--- config.mk ---
export PLATFORM = sky130hd
export DESIGN_NAME = seq_divider
export DESIGN_NICKNAME = d
export VERILOG_FILES = /design/src/rtl/seq_divider.sv
export SDC_FILE = /design/constraint.sdc
export NUM_CORES = 1
export LEC_CHECK = 0
export ABC_AREA = 1
export BUFFER_PORTS_ARGS = -buffer_cell sky130_fd_sc_hd__buf_2
export CORE_UTILIZATION = 60
export CTS_CLUSTER_SIZE = 24
export DETAILED_ROUTE_END_ITERATION = 10
export PLACE_DENSITY = 0.79
export SYNTH_ARGS = -nofsm -noshare
export SYNTH_HDL_FRONTEND = slang
export SYNTH_SLANG_ARGS = --single-unit
--- constraint.sdc ---
create_clock -name clk -period 7.5 [get_ports clk]
set_clock_uncertainty 0.05 [all_clocks]
set_input_delay 1.125 -clock clk [delete_from_list [all_inputs] [get_ports clk]]
set_output_delay 1.125 -clock clk [all_outputs]
set_load 0.02 [all_outputs]
--- src/rtl/seq_divider.sv ---
`default_nettype none
// ============================================================================
// Module      : seq_divider
// Description : Multi-cycle radix-2 restoring divider for the core's DIV
//               instruction. It produces one quotient bit per cycle, so the
//               latency is fixed regardless of the operand values. The
//               dividend and divisor are captured on the accepting edge.
//               Signed results truncate toward zero, and the remainder
//               takes the sign of the dividend.
// Ports       :
//   clk            in   1      clock, rising edge
//   reset          in   1      asynchronous, active-high
//   start_i        in   1      request, sampled only while idle
//   is_signed_i    in   1      1: two's-complement divide, 0: unsigned
//   dividend_i     in   WIDTH  Rn operand
//   divisor_i      in   WIDTH  Rm operand
//   busy_o         out  1      operation in progress
//   done_o         out  1      one-cycle pulse, results valid
//   quotient_o     out  WIDTH  registered quotient
//   remainder_o    out  WIDTH  registered remainder
//   div_by_zero_o  out  1      registered, set with done when divisor == 0
// Revision    : 1.0 - initial release
// ============================================================================
module seq_divider #(
    parameter int WIDTH = 32
) (
    input  logic             clk,
    input  logic             reset,
    input  logic             start_i,
    input  logic             is_signed_i,
    input  logic [WIDTH-1:0] dividend_i,
    input  logic [WIDTH-1:0] divisor_i,
    output logic             busy_o,
    output logic             done_o,
    output logic [WIDTH-1:0] quotient_o,
    output logic [WIDTH-1:0] remainder_o,
    output logic             div_by_zero_o
);

    localparam int CNT_W = $clog2(WIDTH + 1);

    typedef enum logic [1:0] {
        S_IDLE = 2'd0,
        S_ITER = 2'd1,
        S_FIX  = 2'd2
    } state_t;

    state_t             state_q, state_d;
    logic [CNT_W-1:0]   cnt_q, cnt_d;
    logic [WIDTH-1:0]   rem_q, rem_d;      // partial remainder
    logic [WIDTH-1:0]   dvd_q, dvd_d;      // |dividend|, becomes quotient
    logic [WIDTH-1:0]   dvs_q, dvs_d;      // |divisor|
    logic               qs_q, qs_d;        // quotient sign
    logic               rs_q, rs_d;        // remainder sign
    logic               dbz_pend_q, dbz_pend_d;
    logic [WIDTH-1:0]   quot_q, quot_d;
    logic [WIDTH-1:0]   remo_q, remo_d;
    logic               dbz_q, dbz_d;
    logic               done_q, done_d;

    logic [WIDTH:0]     shift_w;
    logic [WIDTH:0]     trial_w;
    logic               a_neg_w;
    logic               b_neg_w;

    always_comb begin
        // The trial is one bit wider than the operands. The invariant
        // rem < dvs keeps the shifted value below 2*dvs. Bit WIDTH is
        // therefore a true sign bit, even for a full-range unsigned divisor.
        shift_w = {rem_q, dvd_q[WIDTH-1]};
        trial_w = shift_w - {1'b0, dvs_q};
        a_neg_w = is_signed_i & dividend_i[WIDTH-1];
        b_neg_w = is_signed_i & divisor_i[WIDTH-1];

        state_d    = state_q;
        cnt_d      = cnt_q;
        rem_d      = rem_q;
        dvd_d      = dvd_q;
        dvs_d      = dvs_q;
        qs_d       = qs_q;
        rs_d       = rs_q;
        dbz_pend_d = dbz_pend_q;
        quot_d     = quot_q;
        remo_d     = remo_q;
        dbz_d      = dbz_q;
        done_d     = 1'b0;

        case (state_q)
            S_IDLE: begin
                if (start_i) begin
                    // Negating MIN gives back MIN. Read as unsigned, that
                    // value is exactly 2^(WIDTH-1), which is the required
                    // magnitude.
                    dvd_d      = a_neg_w ? -dividend_i : dividend_i;
                    dvs_d      = b_neg_w ? -divisor_i  : divisor_i;
                    qs_d       = a_neg_w ^ b_neg_w;
                    rs_d       = a_neg_w;
                    dbz_pend_d = (divisor_i == '0);
                    rem_d      = '0;
                    cnt_d      = CNT_W'(WIDTH);
                    state_d    = S_ITER;
                end
            end
            S_ITER: begin
                if (!trial_w[WIDTH]) begin
                    rem_d = trial_w[WIDTH-1:0];
                end else begin
                    rem_d = shift_w[WIDTH-1:0];
                end
                dvd_d = {dvd_q[WIDTH-2:0], ~trial_w[WIDTH]};
                cnt_d = cnt_q - CNT_W'(1);
                if (cnt_q == CNT_W'(1)) begin
                    state_d = S_FIX;
                end
            end
            S_FIX: begin
                // With a zero divisor every trial succeeds. The partial
                // remainder then ends as |dividend|. Re-applying the
                // dividend sign restores the raw input, which is the
                // required remainder. Only the quotient needs forcing.
                quot_d  = dbz_pend_q ? '0 : (qs_q ? -dvd_q : dvd_q);
                remo_d  = rs_q ? -rem_q : rem_q;
                dbz_d   = dbz_pend_q;
                done_d  = 1'b1;
                state_d = S_IDLE;
            end
            default: begin
                state_d = S_IDLE;
            end
        endcase
    end

    always_ff @(posedge clk or posedge reset) begin
        if (reset) begin
            state_q    <= S_IDLE;
            cnt_q      <= '0;
            rem_q      <= '0;
            dvd_q      <= '0;
            dvs_q      <= '0;
            qs_q       <= 1'b0;
            rs_q       <= 1'b0;
            dbz_pend_q <= 1'b0;
            quot_q     <= '0;
            remo_q     <= '0;
            dbz_q      <= 1'b0;
            done_q     <= 1'b0;
        end else begin
            state_q    <= state_d;
            cnt_q      <= cnt_d;
            rem_q      <= rem_d;
            dvd_q      <= dvd_d;
            dvs_q      <= dvs_d;
            qs_q       <= qs_d;
            rs_q       <= rs_d;
            dbz_pend_q <= dbz_pend_d;
            quot_q     <= quot_d;
            remo_q     <= remo_d;
            dbz_q      <= dbz_d;
            done_q     <= done_d;
        end
    end

    assign busy_o        = (state_q != S_IDLE);
    assign done_o        = done_q;
    assign quotient_o    = quot_q;
    assign remainder_o   = remo_q;
    assign div_by_zero_o = dbz_q;

endmodule
`default_nettype wire

# ---- Word level (Yosys, flattened, before mapping)
# Cells that the tools add are included.
dict set report classes {
  mul 0
  div 0
  n_shift 0
  n_bitwise 4
  order_cmp 0
  add_sub_neg 6
  n_eq_ne 5
  muxes 16
  reduce_logical 7
}
# op n
set op_table {}
lappend op_table {{two-way mux 32 bit} 8}
lappend op_table {{negation 32 bit} 4}
lappend op_table {{one-hot mux 32 bit (2 select lines)} 2}
lappend op_table {{subtractor 33 x 32 -> 33 bit} 1}
lappend op_table {{logical NOT 32 bit} 1}
lappend op_table {{one-hot mux 6 bit (2 select lines)} 1}
lappend op_table {{equality test 6 x 1 -> 1 bit (second input constant)} 1}
lappend op_table {{two-way mux 6 bit} 1}
lappend op_table {{AND reduction 2 bit} 3}
lappend op_table {{subtractor 6 x 1 -> 6 bit (second input constant)} 1}
lappend op_table {{two-way mux 2 bit} 2}
lappend op_table {{!= test 2 bit (second input constant)} 2}
lappend op_table {{one-hot mux 2 bit (2 select lines)} 1}
lappend op_table {{nonzero test 2 bit} 2}
lappend op_table {{AND 1 bit} 2}
lappend op_table {{equality test 2 x 1 -> 1 bit (second input constant)} 1}
lappend op_table {{equality test 2 bit (second input constant)} 1}
lappend op_table {{logical NOT 2 bit} 1}
lappend op_table {{two-way mux 1 bit} 1}
lappend op_table {{NOT 1 bit} 1}
lappend op_table {{bitwise XOR 1 bit} 1}
dict set report word_totals {
  in_bits 68
  reg_bits 173
  mem_bits_rw 0
  mem_bits_ro 0
  mem_count 0
  latch_bits 0
}

# ---- Longest topological paths before layout
dict set report depth {
  depth_word 4
  mapped_depth 18
  depth_no_buf 17
}

# ---- Worst setup path after synthesis
# No wires, ideal clock.
dict set report synth_timing {
  path_type {input port to flip-flop}
  start {input port dividend_i[0]}
  end {register dvd_q[20]}
  setup_ns 0.121
  arrival_ns 2.359
  path_slack_ns 4.969
  path_stages 11
  required_time_ns 7.329
  cell_sequence {inv_1 ha_1 nand4_1 nor3_1 nand2_1 nor2_1 nand3_1 nand2_1 nand2_1 nand3_1 nand2_1}
}
dict set report synth_between {
  elab_chain_cells 4
}
# item line_no
set synth_rtl {}
lappend synth_rtl {{start: declaration} 31} ;# input logic [WIDTH-1:0] dividend_i,
lappend synth_rtl {{negation 32 bit} 94} ;# dvd_d = a_neg_w ? -dividend_i : dividend_i;
lappend synth_rtl {{two-way mux 32 bit} 94}
lappend synth_rtl {{two-way mux 32 bit} 90} ;# if (start_i) begin
lappend synth_rtl {{one-hot mux 32 bit (2 select lines)} 88} ;# case (state_q)
lappend synth_rtl {{end signal: assignment} 151} ;# dvd_q <= dvd_d;
lappend synth_rtl {{end: declaration} 51} ;# logic [WIDTH-1:0] dvd_q, dvd_d;
# Every way passes these cells. The select of a mux whose other input is x is not followed.
# A chain may end at the register's enable or synchronous reset.

# ---- Worst setup path after layout
dict set report layout_timing {
  start {register dvd_q[31]}
  end {register rem_q[28]}
}
dict set report layout_between {
  elab_chain_cells 3
}
# item line_no
set layout_rtl {}
lappend layout_rtl {{subtractor 33 x 32 -> 33 bit} 71} ;# trial_w = shift_w - {1'b0, dvs_q};
lappend layout_rtl {{two-way mux 32 bit} 105} ;# if (!trial_w[WIDTH]) begin
lappend layout_rtl {{one-hot mux 32 bit (2 select lines)} 88}
lappend layout_rtl {{end signal: assignment} 150} ;# rem_q <= rem_d;
lappend layout_rtl {{end: declaration} 50} ;# logic [WIDTH-1:0] rem_q, rem_d;
# Every way passes these cells.

==> results by group <==
Final layout
  – Number of diodes: 0
  – Layout cells sized above 1: 9.97%
  – Fill cells: 1,961
  – Final nets: 2,261
  – P&R area growth vs syn: 11.0%
  – Final Util: 68.8%
  – Post-route cell area: 0.0146 mm^2

Worst hold path
  – Hold EP: remainder_o[21]
  – Hold Crit Depth: 2
  – Worst hold start: remainder_o[21]
  – HP Class: flop to flop

Placed design
  – IO buf count: 134
  – Area after DPL: 0.0140 mm^2
  – HPWL Detailed: 29,200 um
  – Final GP Congestion: 0.960

Global routing
  – GRT overflow: 0
  – Largest net degree at the start of global routing: 102
  – GRT Total Usage: 34.7%
  – First-pass GRT wire length: 60,900 um
  – Number of global-route vias before repair: 12,100
  – Initial antenna violation count: 0

Setup path
  – Startpoint types: flop
  – R2R cell count: 17
  – Setup CP Type: flop to flop
  – Critical Path AT: 3.32 ns
  – Nature of the critical path endpoint: flop
  – Critical Path RT: 7.77 ns
  – R2r endpoint: rem_q[28]
  – Reg2reg start: dvd_q[31]
  – Max FO, Critical Path: 20
  – Reg2Reg Setup Slack: 4.45 ns

Timing
  – TNS Setup: 0 ns
  – Max Transition Viols Final: 0
  – Tcrit/Tclk final: 40.7%
  – RSZ-0062 raised after global routing: no
  – Worst-margin pin slew: 1.03 ns
  – Max_slew headroom: 31.3%
  – Final hold violation count: 0
  – # setup viols final: 0
  – Minimum clock period: 3.05 ns
  – Fmax: 328 MHz

Die
  – Num rows: 53
  – Core ar.: 0.0212 mm^2
  – Die height: 150 um
  – Number of I/O pins: 135
  – DIE WIDTH: 150 um
  – Die area: 0.0225 mm^2
  – Initial Util: 62.0%

Detailed routing
  – Vias per cell: 5.57
  – Starting DRT DRC Count: 1,322
  – Final wirelength: 37,800 um
  – Via count: 13,600
  – Post-route DRC violation count: 0
  – Post-route ant nets: 0
  – Initial DRT Pass Iterations: 5
  – DR WL/cell: 15.5 um

Power and ir drop
  – Leakage power: 0.00787 uW
  – Pwr Density: 135 mW/mm^2
  – Peak supply drop: 150 uV

CTS
  – Setup Buffers After CTS: 0
  – Clock transition at path regs: 0.07 ns
  – CTS tree: built
  – Root Driver: clkbuf_16
  – CTS Hold Buffers Added: 0
  – Worst skew pair latency: 0.44 ns
  – # resized after CTS: 0
  – Clock Path Buffers: 2
  – CTS H-Tree Depth: 4
  – Clk sinks: 173
  – TritonCTS Buffers: 17

Synth
  – Ys Warns: 0
  – Mapped Cells: 2,053
  – Distinct cells, synth: 46
  – Synth top area share: 32.9%
  – Net count after synthesis: 2,160
  – Synth area leader: dfrtp_1
  – Sequential fraction of the synthesis area: 32.9%
  – Post-Syn Area: 0.0131 mm^2
  – Synth area leaders: dfrtp_1 33%, nand2_1 18%, nand3_1 8.9%, inv_1 8.5%, nor2_1 5.2%
  – #FFs+latches synth: 173
  – Avg Synthesized Cell Area: 6.40 um^2

Job
  – MaxCap Viol Count: 0

Status
  – Result of the run: complete, no violations
state kept, by name, indices dropped and copies added, names as in the netlist:
| register | cells |
|---|---|
| dbz_pend_q | 1 |
| rs_q | 1 |
| cnt_q | 6 |
| rem_q | 32 |
| div_by_zero_o | 1 |
| qs_q | 1 |
| dvd_q | 32 |
| state_q | 2 |
| dvs_q | 32 |
| done_o | 1 |
| remainder_o | 32 |
| quotient_o | 32 |
layout make-up:
cell class	count	area (um^2)	share of cell area, %
clock buffer	18	439	3.01
clock inverter	14	170	1.17
inverter	306	1150	7.90
multi-input combinational	1513	7420	50.9
sequential	173	4330	29.7
tap	275	344	2.36
timing repair buffer	143	738	5.06
placed cells by master (no fill, tap or decap), types with 6 or more instances in the layout:
master     Yosys  final
nor2_2         6      7
xor2_1        57     57
nor3_1        27     27
a22oi_1       27     27
inv_6          0      6
nand3b_1      16     16
a31oi_1       10     10
o21ai_1       10     10
nor4_1         6      6
nand3_1      235    235
inv_1        296    294
clkbuf_16      0     17
buf_4          3      9
nand4_1       27     27
dfrtp_1      173    173
nand2_2        8      8
xnor2_1        9      9
nand2_1      640    640
a21oi_1       40     40
o21ai_0      133    133
ha_1          38     38
inv_2          9     10
nor2_1       181    179
buf_2          5    134
how the worst max path moves through the flow:
stage	from	end	slack (ns)	depth (start not counted)
4_1_cts	dvd_q[31]	rem_q[28]	4.49	17
6_report	dvd_q[31]	rem_q[28]	4.45	17
2_1_floorplan	reset	cnt_q[0]	1.64	1
3_3_place_gp	is_signed_i	dvd_q[26]	4.24	8
5_1_grt	dvd_q[31]	rem_q[17]	4.22	17
3_5_place_dp	is_signed_i	dvd_q[26]	4.20	8
critical path, cell delays in order, from the launching register on:
cell     delay [ns]
dfrtp_1        0.42
inv_1          0.20
ha_1           0.28
fa_1           0.40
inv_1          0.11
nand2_1        0.05
nand2_1        0.09
nand3_1        0.09
nand2_2        0.11
nand2_1        0.08
nand2_2        0.11
nand2_4        0.09
nand2_4        0.08
nand2_4        0.14
nand2_2        0.36
nand2_1        0.11
nand3_1        0.09
nand2_1        0.06
kinds of logic after synthesis:
group                      synth area share, %
AOI/OAI and AO/OA                         10.7
xor gates and xnor gates                  4.40
adders and majority gates                 3.77
buffers and inverters                     10.7
DFF                                       32.9
and+or+nand+nor                           37.5
Yosys cell counts, drive strengths merged:
library cell	instances
a21o	2
a21oi	41
a22oi	27
a31o	1
a31oi	10
a32o	4
and2	2
and3	1
buf	17
clkbuf	44
clkinv	1
dfrtp	173
fa	1
ha	38
inv	305
nand2	651
nand3	237
nand3b	16
nand4	27
nor2	188
nor3	27
nor4	6
o211ai	4
o21a	1
o21ai	144
o21bai	3
o221ai	3
o22ai	5
o31ai	2
o41ai	1
or2	5
xnor2	9
xor2	57
report_power, final:
part / leakage (uW) / internal [uW] / switching, uW
logic: 0.00538 / 34.3 / 77.5
clock network: 0.000295 / 486 / 436
registers: 0.00219 / 932 / 0
total: 0.00787 / 1450 / 513
per-stage QoR:
step / worst slack (ns) / hold WS (ns) / instances / total power [uW]
floorplan: 1.64 / 0.399 / 2053 / 1020
global placement: 4.24 / 0.408 / 2410 / 1060
detailed placement: 4.20 / 0.412 / 2410 / 1060
CTS: 4.49 / 0.431 / 2442 / 1970
global route: 4.22 / 0.452 / 2442 / 2030
finish: 4.45 / 0.424 / 2442 / 1970
metal layers:
metal | GRT usage, % | up-vias | share of wire, %
li1 | - | 6787 | -
met1 | 54.1 | 6127 | 49
met2 | 49.1 | 612 | 41
met3 | 4.48 | 66 | 8.5
met4 | 10.7 | 0 | 2.3
met5 | 0 | - | 0
No activity file was read; power rests on OpenSTA's default activity.
